## src/rtl/int_to_fp_seq.sv

```systemverilog
// Sequential signed-integer to 13-bit float {sign, exp[3:0], frac[7:0]} converter.
// Optional round-half-up stage enabled by defining INT_TO_FP_ROUND_EN.
module int_to_fp_seq #(
    parameter int IN_W = 16
) (
    input  logic            clk,
    input  logic            reset_n,
    input  logic            start,
    input  logic [IN_W-1:0] din,
    output logic            ready,
    output logic            done,
    output logic [12:0]     fp_out,
    output logic            ovf
);

`ifdef INT_TO_FP_ROUND_EN
    typedef enum logic [1:0] {IDLE, NORM, ROUND, DONE} state_t;
`else
    typedef enum logic [1:0] {IDLE, NORM, DONE} state_t;
`endif

    state_t          state_q, state_d;
    logic [IN_W-1:0] sreg_q, sreg_d;
    logic [4:0]      exp_q, exp_d;
    logic            sign_q, sign_d;
    logic [12:0]     fp_q, fp_d;
    logic            ovf_q, ovf_d;
    logic [7:0]      frac_w;

    assign frac_w = sreg_q[IN_W-1 -: 8];

`ifdef INT_TO_FP_ROUND_EN
    logic [8:0] rsum_w;
    logic [4:0] rexp_w;
    logic [7:0] rfrac_w;

    assign rsum_w  = {1'b0, frac_w} + 9'(sreg_q[IN_W-9]);
    assign rexp_w  = rsum_w[8] ? exp_q + 5'd1 : exp_q;
    assign rfrac_w = rsum_w[8] ? 8'h80 : rsum_w[7:0];
`endif

    // Exponents beyond 4 bits saturate to the largest finite magnitude.
    function automatic logic [13:0] pack(input logic s,
                                         input logic [4:0] e,
                                         input logic [7:0] f);
        if (e > 5'd15)
            return {1'b1, s, 4'hF, 8'hFF};
        else
            return {1'b0, s, e[3:0], f};
    endfunction

    always_comb begin
        state_d = state_q;
        sreg_d  = sreg_q;
        exp_d   = exp_q;
        sign_d  = sign_q;
        fp_d    = fp_q;
        ovf_d   = ovf_q;
        unique case (state_q)
            IDLE: begin
                if (start) begin
                    sign_d  = din[IN_W-1];
                    sreg_d  = din[IN_W-1] ? IN_W'(-din) : din;
                    exp_d   = 5'(IN_W);
                    state_d = NORM;
                end
            end
            NORM: begin
                if (sreg_q == '0) begin
                    fp_d    = '0;
                    ovf_d   = 1'b0;
                    state_d = DONE;
                end else if (sreg_q[IN_W-1]) begin
`ifdef INT_TO_FP_ROUND_EN
                    state_d = ROUND;
`else
                    {ovf_d, fp_d} = pack(sign_q, exp_q, frac_w);
                    state_d = DONE;
`endif
                end else begin
                    sreg_d = {sreg_q[IN_W-2:0], 1'b0};
                    exp_d  = exp_q - 5'd1;
                end
            end
`ifdef INT_TO_FP_ROUND_EN
            ROUND: begin
                {ovf_d, fp_d} = pack(sign_q, rexp_w, rfrac_w);
                state_d = DONE;
            end
`endif
            DONE: state_d = IDLE;
            default: state_d = IDLE;
        endcase
    end

    always_ff @(posedge clk or negedge reset_n) begin
        if (!reset_n) begin
            state_q <= IDLE;
            sreg_q  <= '0;
            exp_q   <= '0;
            sign_q  <= 1'b0;
            fp_q    <= '0;
            ovf_q   <= 1'b0;
        end else begin
            state_q <= state_d;
            sreg_q  <= sreg_d;
            exp_q   <= exp_d;
            sign_q  <= sign_d;
            fp_q    <= fp_d;
            ovf_q   <= ovf_d;
        end
    end

    assign ready  = (state_q == IDLE);
    assign done   = (state_q == DONE);
    assign fp_out = fp_q;
    assign ovf    = ovf_q;

endmodule

```

## config.mk

```make
export PLATFORM = sky130hd
export DESIGN_NAME = int_to_fp_seq
export DESIGN_NICKNAME = d
export VERILOG_FILES = /design/src/rtl/int_to_fp_seq.sv
export SDC_FILE = /design/constraint.sdc
export NUM_CORES = 1
export LEC_CHECK = 0
export ABC_AREA = 0
export BUFFER_PORTS_ARGS = -buffer_cell sky130_fd_sc_hd__buf_2
export CORE_UTILIZATION = 60
export CTS_CLUSTER_DIAMETER = 60
export DETAILED_ROUTE_END_ITERATION = 10
export PLACE_DENSITY = 0.83
export SLEW_MARGIN = 5
export SYNTH_ARGS = -nofsm -noshare
export SYNTH_HDL_FRONTEND = slang
export SYNTH_SLANG_ARGS = --single-unit
```

## constraint.sdc

```tcl
create_clock -name clk -period 2.48 [get_ports clk]
set_input_delay 0.124 -clock clk [delete_from_list [all_inputs] [get_ports clk]]
set_output_delay 0.124 -clock clk [all_outputs]
set_load 0.005 [all_outputs]
```

==> qor_table.md, run 1 <==
| Quantity | Reported |
| --- | --- |
| Ordered cell list for the critical path | nor4_1 -> nand4_2 -> a21oi_4 -> inv_2 -> nor2_1 -> a21oi_1 |
| Leakage power summed over all cells | 1.05 nW |
| First-pass GRT wire length | 7400 um |
| Starting density of the core | 65.3% |
| Initial antenna violation count | 0 |
| Horiz. Die Dim | 60.3 um |
| Number of buffers created by CTS | 5 |
| Post-Place Setup Slack | 0.571 ns |
| Number of DRC violations after detailed routing | 0 |
| Synth area leader | dfrtp_1 |
| Number of different library cells in the post-synthesis netlist | 47 |
| Sum of negative setup slack | 0 ns |
| Leading cell type in the layout, fill and taps excluded | dfrtp_1 |
| Cell row count | 20 |
| Nets in the synthesized netlist | 240 |
| Drt first-iter violations | 94 |
| Pin count of the biggest net entering global routing | 39 |
| Share of layout cells above drive strength 1 | 20.2% |
| Crit Path Max Fanout | 17 |
| Post CTS Setup Buffer Count | 0 |
| Routed Antenna Nets | 0 |
| Vertical extent of the die | 60.3 um |
| Setup-failing EPs final | 0 |
| Detailed-routing iteration count for the pre-antenna-repair pass | 5 |
| Clock Pin Slew Worst Setup and Hold Paths | 0.11 ns |
| Floorplan core area | 0.00313 mm2 |
| Leading cell types by total area after synthesis | dfrtp_1 (47%), nor2_1 (5.9%), o21ai_0 (5.4%), nand2_1 (4.0%), xor2_1 (3.0%) |
| Share of async-settable or async-resettable flops after synthesis | 100% |
| Deepest level of the CTS H-tree | 2 |
| Count of placed standard cells including taps | 289 |
| Instance count of the mapped netlist | 218 |
| Netlist area before placement | 0.00204 mm2 |
| Count of nets after finishing | 275 |
| Final clock period utilization by the worst path | 79.9% |
| Total area of multi-input combinational cells | 0.00102 mm2 |
| Routability-driven placement congestion ratio | 0.907 |
| Count of maximum capacitance violations | 0 |
| Path category of the worst min-delay check | in2reg |
| GR Util All Layers | 27.7% |
| Post-DR wirelength/cell | 15.0 um |
| Arr. time, crit path | 2.22 ns |
| Die Outline Area | 0.00364 mm2 |
| Minimum setup slack in the final design | 0.499 ns |
| CTS root buffer | clkbuf_4 |
| Proportion of netlist area held by the largest area contributor | 46.6% |
| Number of buffers added on ports | 34 |
| Worst Hold Margin | 0.0741 ns |
| Post-Syn Area per Cell | 9.37 um2 |
| Kind of critical path | reg2reg |
| Vias in the first global route | 1601 |
| Most used DFF post-synth | dfrtp_1 |
| Vias post-DR | 1730 |
| I/O pin cnt | 35 |
| Top library cells by usage in the layout, fill and taps aside | dfrtp_1 (38), buf_2 (34), nor2_1 (32) |
| Worst supply voltage drop on vdd | 0.519 mV |
| Clock period minus final worst setup slack | 1.98 ns |
| Max Buffers Root-to-Sink | 2 |
| Achievable Freq | 505 MHz |
| Clock insertion delay at the later pin of the skew report | 0.34 ns |
| Fin Clk Skew | 0.00737 ns |
| Area occupied by registers | 951 um2 |
| Total grt overflow | 0 |
| Number of clock sinks | 38 |
| Status | finished, final reports clean |
| Layout overhead on the synthesized area | 12.1% |
| Share of the yosys chip area belonging to registers | 46.6% |
| Endpoint type of the worst setup path | flip-flop |
| Crit path largest cell delay | 0.45 ns |
| Worst Setup Start Kind | flip-flop |
| Seq cells post-synth | 38 |
| Vias per cell | 5.82 |
| Worst EP required | 2.72 ns |
| Fill cells | 257 |
| Max-slew violation count | 0 |
| Antenna fix cells | 0 |
| Synth warn | 0 |
| Worst slew slack as a fraction of its limit | 45.4% |
| Detailed Route WL | 4450 um |
| Dpl hpwl | 3290 um |
| Final hold viol count | 0 |
| Layout Cells excl Fill | 297 |
| Power per unit of standard cell area | 1190 mW/mm2 |
| Slowest cell on crit path | a21oi_4 |
| Transition time of the tightest slew-check pin | 0.819 ns |
| RSZ-0062 raised after global routing | no |
| Clock tree from TritonCTS | built |
| Number of enable flip-flop cells after synthesis | 0 |
-- report_power, final --
part	total [mW]	switching, mW	internal (mW)
clock network	0.293	0.187	0.107
registers	1.21	0.278	0.933
logic	1.21	0.709	0.506
total	2.72	1.17	1.55
-- registers in the layout, summed over array words and instances (netlist names) --
register / cells
ovf: 1
fp_out: 13
exp_q: 5
state_q: 2
sreg_q: 16
sign_q: 1
-- synth_stat cells, drive strengths merged (2+ instances only) --
cell type	count
a21oi	11
a221o	2
a221oi	3
a22oi	5
a31oi	4
a32o	2
a41oi	3
and2	2
and3	2
buf	3
clkbuf	5
dfrtp	38
ha	3
inv	7
mux2i	3
nand2	22
nand3	6
nand4	2
nor2	33
nor3	3
nor4	7
o21ai	23
o31ai	3
o41ai	2
or3	2
xnor2	5
xor2	7
-- what timing repair did --
action                                 CTS  global route
hold buffers                             1             0
resized for setup                        0             0
endpoints found under the hold margin   38             0
-- cell families after synthesis --
kind of cell | count (synthesis) | synth area share (%)
buffers and inverters | 16 | 3.43
adder cells (fa/ha/maj) | 3 | 1.84
AO/OA/AOI/OAI | 61 | 20.2
AND/OR/NAND/NOR | 85 | 21.4
multiplexers | 3 | 1.47
flip-flops | 38 | 46.6
XOR/XNOR | 12 | 5.15
-- area by class of cell --
class | count | area share (%)
multi-input combinational | 164 | 44.6
sequential | 38 | 41.5
timing repair buffer | 36 | 8.20
tap | 44 | 2.40
clock buffer | 7 | 1.97
inverter | 8 | 1.31
-- worst paths after layout --
kind	slack [ns]	start	endpoint	cells past startpoint
max	0.50	sreg_q[9]	sreg_q[3]	6
min	0.07	din[0]	sreg_q[0]	3
max reg2reg	0.50	sreg_q[9]	sreg_q[3]	6
min reg2reg	0.49	fp_out[1]	fp_out[1]	2
max in group asynchronous	1.55	reset_n	fp_out[7]	2
min in group asynchronous	0.41	reset_n	fp_out[9]	2
-- per-stage QoR --
| stage | util, % | instance area [um2] | power, mW |
|---|---|---|---|
| after floorplan | - | 2040 | 2.04 |
| after global placement | 71.4 | 2230 | 2.39 |
| after detailed placement | 71.4 | 2230 | 2.43 |
| after CTS | 73.2 | 2290 | 2.72 |
| after global routing | 73.2 | 2290 | 2.95 |
| final | 73.2 | 2290 | 2.72 |
-- layer usage --
layer / share of wire [%] / GRT usage, %
met5: 0 / 0
met4: 1.3 / 9.63
met3: 3.6 / 3.84
met2: 50 / 48.4
met1: 45 / 35.1
-- critical path, delay by kind of cell, from the launching register on --
kind / cells / cell delay (ns)
buf+inv: 1 / 0.15
simple gates: 3 / 0.80
flops: 1 / 0.43
compound gates: 2 / 0.50
(Power assumes the default switching activity.)
==> inputs of run 2 (changes only) <==
- CORE_UTILIZATION: 60 -> 50
- PLACE_DENSITY: 0.83 -> 0.73
- clock period: 2.48 -> 1.75 ns (I/O delays scaled with it)
==> run 2 against run 1 <==
  * The flow now finishes with violations (negative setup slack)
  * Design area is 14% higher
  * Clock power is 92% higher
  * Worst hold slack better by 0.032 ns
  * Count of clock-buffer cells in the layout stayed put
==> qor_table.md, run 2 (same netlist as run 1, synthesis figures left out) <==
| Quantity | Reported | Change |
| --- | --- | --- |
| Number of DRC violations after detailed routing | 0 | unchanged |
| Die Outline Area | 0.00434 mm2 | +19% |
| Antenna fix cells | 0 | unchanged |
| Critical hold path startpoint | din[0] |  |
| Cell row count | 22 | +10% |
| Share of layout cells above drive strength 1 | 33.7% | +14 points |
| Horiz. Die Dim | 65.9 um | +9.2% |
| Path category of the worst min-delay check | in2reg |  |
| Pin count of the biggest net entering global routing | 39 | unchanged |
| Total area of multi-input combinational cells | 0.00113 mm2 | +10% |
| First-pass GRT wire length | 8020 um | +8.4% |
| Max-slew violation count | 0 | unchanged |
| Max Buffers Root-to-Sink | 2 | unchanged |
| Final hold viol count | 0 | unchanged |
| Final clock period utilization by the worst path | 101% | +21 points |
| Launch point of the worst path | sreg_q[0] |  |
| Number of clock sinks | 38 | unchanged |
| Endpoint type of the worst setup path | flip-flop |  |
| Power per unit of standard cell area | 1770 mW/mm2 | +49% |
| Clock tree from TritonCTS | built |  |
| Layout Cells excl Fill | 324 | +9.1% |
| GR Util All Layers | 24.8% | -2.8 points |
| Routed Antenna Nets | 0 | unchanged |
| Vias per cell | 5.60 | -3.9% |
| RSZ-0062 raised after global routing | yes |  |
| Starting density of the core | 53.8% | -12 points |
| Leakage power summed over all cells | 1.20 nW | +14% |
| Number of buffers created by CTS | 5 | unchanged |
| Count of maximum capacitance violations | 0 | unchanged |
| Minimum setup slack in the final design | -0.0180 ns | -0.517 ns |
| Worst Setup Start Kind | flip-flop |  |
| Count of nets after finishing | 298 | +8.4% |
| Largest register by flop count | sreg_q |  |
| Leading cell type in the layout, fill and taps excluded | dfrtp_1 |  |
| Layout overhead on the synthesized area | 28.2% |  |
| Detailed-routing iteration count for the pre-antenna-repair pass | 4 | -1 |
| Dpl hpwl | 3570 um | +8.6% |
| Core occupancy in the finished layout | 68.9% | -4.3 points |
| Crit Path Max Fanout | 3 | -14 |
| Reg2reg start | sreg_q[0] |  |
| I/O pin cnt | 35 | unchanged |
| Routability-driven placement congestion ratio | 0.856 | -5.7% |
| Fin Clk Skew | 0.00383 ns | -0.00353 ns |
| Total grt overflow | 0 | unchanged |
| Post-DR wirelength/cell | 15.0 um | +0.13% |
| Fill cells | 300 | +17% |
| Drt first-iter violations | 63 | -33% |
| Clock Pin Slew Worst Setup and Hold Paths | 0.07 ns | -0.04 ns |
| Worst Hold Margin | 0.106 ns | +0.0317 ns |
| Failing checks | negative setup slack |  |
| CTS root buffer | clkbuf_8 |  |
| Worst EP required | 1.92 ns | -0.80 ns |
| Number of buffers added on ports | 34 | unchanged |
| Clock insertion delay at the later pin of the skew report | 0.29 ns | -0.05 ns |
| Worst slew slack as a fraction of its limit | 68.4% | +23 points |
| Clock period minus final worst setup slack | 1.77 ns | -0.213 ns |
| Status | finished with violations |  |
| Achievable Freq | 566 MHz | +12% |
| Floorplan core area | 0.00380 mm2 | +21% |
| Top library cells by usage in the layout, fill and taps aside | dfrtp_1 (37), buf_2 (34), nor2_1 (29) |  |
| Transition time of the tightest slew-check pin | 0.474 ns | -0.345 ns |
| Flip-flop count of the largest register, all copies and words added | 16 | unchanged |
| Worst supply voltage drop on vdd | 0.756 mV | +46% |
| Count of placed standard cells including taps | 313 | +8.3% |
| Vertical extent of the die | 65.9 um | +9.2% |
| Setup-failing EPs final | 1 | +1 |
| Area occupied by registers | 952 um2 | +0.13% |
| Kind of critical path | reg2reg |  |
| Deepest level of the CTS H-tree | 2 | unchanged |
| Vias post-DR | 1814 | +4.9% |
| Initial antenna violation count | 0 | unchanged |
| Vias in the first global route | 1729 | +8.0% |
| Detailed Route WL | 4860 um | +9.2% |
| Arr. time, crit path | 1.94 ns | -0.28 ns |
==> run 2: area by class of cell <==
cell class | instances | area share, %
flip-flops and latches | 38 | 36.4
repair buffers | 59 | 14.2
inverters | 8 | 1.24
clock buffers | 7 | 2.91
multi-input cells | 164 | 43.0
well taps | 48 | 2.29
==> run 2: stage by stage <==
stage               worst slack, ns  cell area (um2)  power (mW)  TNS, ns
finish                      -0.0180             2620        4.62  -0.0180
CTS                          0.0391             2480        4.30        0
global route                 -0.107             2620        5.00    -1.57
floorplan                     0.142             2040        2.88        0
detailed placement          0.00183             2390        3.72        0
global placement            -0.0214             2390        3.65  -0.0415
==> run 2: layer usage <==
layer | up-vias | wire [um] | track usage, %
met2 | 60 | 2290 | 39.2
met3 | 7 | 264 | 4.66
met5 | - | 0 | 0
met4 | 0 | 76 | 9.24
met1 | 844 | 2230 | 33.6
li1 | 903 | - | -
==> run 2: where the power goes <==
| part | switching [mW] | leakage [nW] | internal [mW] |
|---|---|---|---|
| clock | 0.288 | 0.0383 | 0.274 |
| sequential | 0.402 | 0.457 | 1.33 |
| combinational | 1.24 | 0.702 | 1.09 |
| total | 1.93 | 1.20 | 2.69 |
==> run 2: timing repair <==
action                     4_1_cts  5_1_grt
hold endpoints to repair        38        0
buffers inserted                 0        2
gates cloned                     0        1
resized for setup                2       32
hold buffers                     1        0
setup endpoints to repair        3       31
pin swaps                        0        7
==> run 2: critical path, cell delays in order (launching register included) <==
cell,delay [ns]
dfrtp_2,0.45
nor4_4,0.31
nand4_2,0.18
buf_4,0.19
and2_1,0.17
a221o_1,0.35
==> run 2: path summary, 6_finish.rpt <==
path                                   to  slack (ns)  cells after the start
worst max register to register  sreg_q[4]       -0.02                      5
max in group asynchronous       sreg_q[0]        1.02                      3
worst min register to register  fp_out[2]        0.48                      2
worst min-delay path            sreg_q[0]        0.11                      3
worst max-delay path            sreg_q[4]       -0.02                      5
min in group asynchronous       fp_out[9]        0.37                      3
==> inputs of run 3 (changes only) <==
- SKIP_LAST_GASP: not set -> 1
==> run 3 against run 2 <==
  * The run still ends with negative setup slack left
  * Design area did not move
  * Clock skew barely moved
  * First-iteration DRC count fell by 3.2%
  * Critical path depth did not move
  * Core utilization did not move
  * Sequential share of layout area did not move
  * Die area did not move
  * Sequential power barely moved
  * Largest cell class unchanged
==> qor_table.md, run 3 (same netlist as run 1, synthesis figures left out) <==
| Quantity | Reported | Change |
| --- | --- | --- |
| Status | finished with violations |  |
| Failing checks | negative setup slack |  |
| Horiz. Die Dim | 65.9 um | unchanged |
| Net switching power figure | 1.93 mW | about the same |
| Minimum setup slack in the final design | -0.0216 ns | -0.00360 ns |
| Worst supply voltage drop on vdd | 0.758 mV | +0.25% |
| Slowest cell on crit path | dfrtp_2 |  |
| Ordered cell list for the critical path | nor4_4 -> nand4_2 -> buf_4 -> and2_1 -> a221o_1 |  |
| Achievable Freq | 564 MHz | -0.20% |
| Number of DRC violations after detailed routing | 0 | unchanged |
| Post-route design area | 0.00262 mm2 | unchanged |
| Routed Antenna Nets | 0 | unchanged |
| Switch share | 41.8% | about the same |
| Power per unit of standard cell area | 1770 mW/mm2 | about the same |
| Setup-failing EPs final | 2 | +1 |
| Layout overhead on the synthesized area | 28.2% | unchanged |
| Final clock period utilization by the worst path | 101% | +0.21 points |
| First-pass GRT wire length | 8020 um | unchanged |
| Cell-internal power | 2.69 mW | about the same |
| Largest register by flop count | sreg_q |  |
| CP top delay family | simple AND/OR/NAND/NOR gates |  |
| Vias in the first global route | 1729 | unchanged |
| Worst Path Buf+Inv | 1 | unchanged |
| Routability-driven placement congestion ratio | 0.856 | unchanged |
| Clock share of power | 12.2% | about the same |
| Final hold viol count | 0 | unchanged |
| Count of maximum capacitance violations | 0 | unchanged |
| I/O pin cnt | 35 | unchanged |
| Crit Path Max Fanout | 3 | unchanged |
| Part of the power in registers | 37.4% | about the same |
| FF-to-FF End | sreg_q[4] |  |
| Count of nets after finishing | 298 | unchanged |
| Layout Cells excl Fill | 324 | unchanged |
| Worst Hold Depth | 3 | unchanged |
| Endpoint type of the worst setup path | flip-flop |  |
| Die Outline Area | 0.00434 mm2 | unchanged |
| Number of clock sinks | 38 | unchanged |
| Arr. time, crit path | 1.95 ns | about the same |
| Crit path largest cell delay | 0.45 ns | about the same |
| Critical hold path startpoint | din[0] |  |
| Worst Hold Margin | 0.106 ns | +0.000225 ns |
| Worst Setup Start Kind | flip-flop |  |
| Number of cells traversed by the worst register-to-register path | 5 | unchanged |
| GR Util All Layers | 24.8% | unchanged |
| Pin count of the biggest net entering global routing | 39 | unchanged |
| Starting density of the core | 53.8% | unchanged |
| Vertical extent of the die | 65.9 um | unchanged |
| Cell row count | 22 | unchanged |
| Worst slew slack as a fraction of its limit | 68.4% | about the same |
| Share of layout cells above drive strength 1 | 33.7% | unchanged |
| Top library cells by usage in the layout, fill and taps aside | dfrtp_1 (37), buf_2 (34), nor2_1 (29) |  |
| Setup slack on the worst flop-to-flop path | -0.02 ns | about the same |
| Drt first-iter violations | 61 | -3.2% |
| Kind of critical path | reg2reg |  |
| Detailed Route WL | 4860 um | about the same |
| Transition time of the tightest slew-check pin | 0.474 ns | +0.0000407 ns |
| Number of buffers created by CTS | 5 | unchanged |
| Initial antenna violation count | 0 | unchanged |
| Leakage power summed over all cells | 1.20 nW | about the same |
| Floorplan core area | 0.00380 mm2 | unchanged |
| Antenna fix cells | 0 | unchanged |
| Post-DP Area | 0.00239 mm2 | unchanged |
| Vias per cell | 5.59 | -0.17% |
| RSZ-0062 raised after global routing | yes |  |
| Clock period minus final worst setup slack | 1.77 ns | +0.00360 ns |
| Count of placed standard cells including taps | 313 | unchanged |
| Vias post-DR | 1811 | -0.17% |
| Clock Pin Slew Worst Setup and Hold Paths | 0.07 ns | about the same |
| Reg2reg start | sreg_q[0] |  |
| Post-DR wirelength/cell | 15.0 um | about the same |
| Dpl hpwl | 3570 um | unchanged |
| Detailed-routing iteration count for the pre-antenna-repair pass | 4 | unchanged |
| Total grt overflow | 0 | unchanged |
| Max-slew violation count | 0 | unchanged |
| Worst EP required | 1.92 ns | about the same |
| Leading cell type in the layout, fill and taps excluded | dfrtp_1 |  |
| Flip-flop count of the largest register, all copies and words added | 16 | unchanged |
| Hold Path End | sreg_q[0] |  |
| Fill cells | 300 | unchanged |
| Clock insertion delay at the later pin of the skew report | 0.29 ns | about the same |
| Path category of the worst min-delay check | in2reg |  |
| CTS root buffer | clkbuf_8 |  |
| Deepest level of the CTS H-tree | 2 | unchanged |
| Number of buffers added on ports | 34 | unchanged |
| Fin Clk Skew | 0.00388 ns | +0.0000439 ns |
| Max Buffers Root-to-Sink | 2 | unchanged |
| Core occupancy in the finished layout | 68.9% | unchanged |
| Clock tree from TritonCTS | built |  |
| Combinational Power Share | 50.4% | about the same |
## run 3: power groups by stage
stage	clock network [mW]	registers, mW	logic (mW)
CTS	0.567	1.66	2.07
detailed placement	0	1.67	2.05
finish	0.563	1.73	2.33
floorplan	0	1.65	1.23
global placement	0	1.65	2.00
global route	0.605	1.79	2.61
## run 3: worst max path at each step
stage              start         end  slack (ns)  depth (start not counted)
2_1_floorplan  sreg_q[9]  fp_out[10]        0.14                          6
5_1_grt        sreg_q[0]   sreg_q[0]       -0.11                          8
3_5_place_dp   sreg_q[6]  fp_out[12]       0.002                          4
6_report       sreg_q[0]   sreg_q[4]       -0.02                          5
3_3_place_gp   sreg_q[6]  fp_out[12]       -0.02                          4
4_1_cts        sreg_q[9]   sreg_q[8]        0.04                          7
## run 3: timing repair
action	in CTS	in global routing
hold endpoints to repair	38	0
buffers inserted	0	2
hold buffers	1	0
pin swaps	0	7
gates cloned	0	1
endpoints found under the setup margin	3	31
gates resized for setup	2	31
## run 3: cell type report
class,count,area [um2],area share [%]
flip-flops and latches,38,952,36.4
clock buffers,7,76.3,2.91
repair buffers,59,372,14.2
multi-input cells,164,1130,43.0
well taps,48,60.1,2.29
inverters,8,32.5,1.24
## run 3: stage by stage
stage	setup slack, ns	power [mW]	TNS, ns
floorplan	0.142	2.88	0
global placement	-0.0214	3.65	-0.0415
detailed placement	0.00183	3.72	0
CTS	0.0391	4.30	0
global route	-0.107	5.00	-1.61
finish	-0.0216	4.62	-0.0239
## run 3: worst register-to-register path, cell delays in order (launching register included)
cell     delay (ns)
dfrtp_2        0.45
nor4_4         0.31
nand4_2        0.18
buf_4          0.19
and2_1         0.17
a221o_1        0.35
## run 3: layer usage
| layer | track usage, % | wire [um] | up-vias |
|---|---|---|---|
| met5 | 0 | 0 | - |
| met4 | 9.24 | 76 | 0 |
| met3 | 4.66 | 236 | 7 |
| met2 | 39.2 | 2290 | 55 |
| met1 | 33.6 | 2260 | 846 |
| li1 | - | - | 903 |
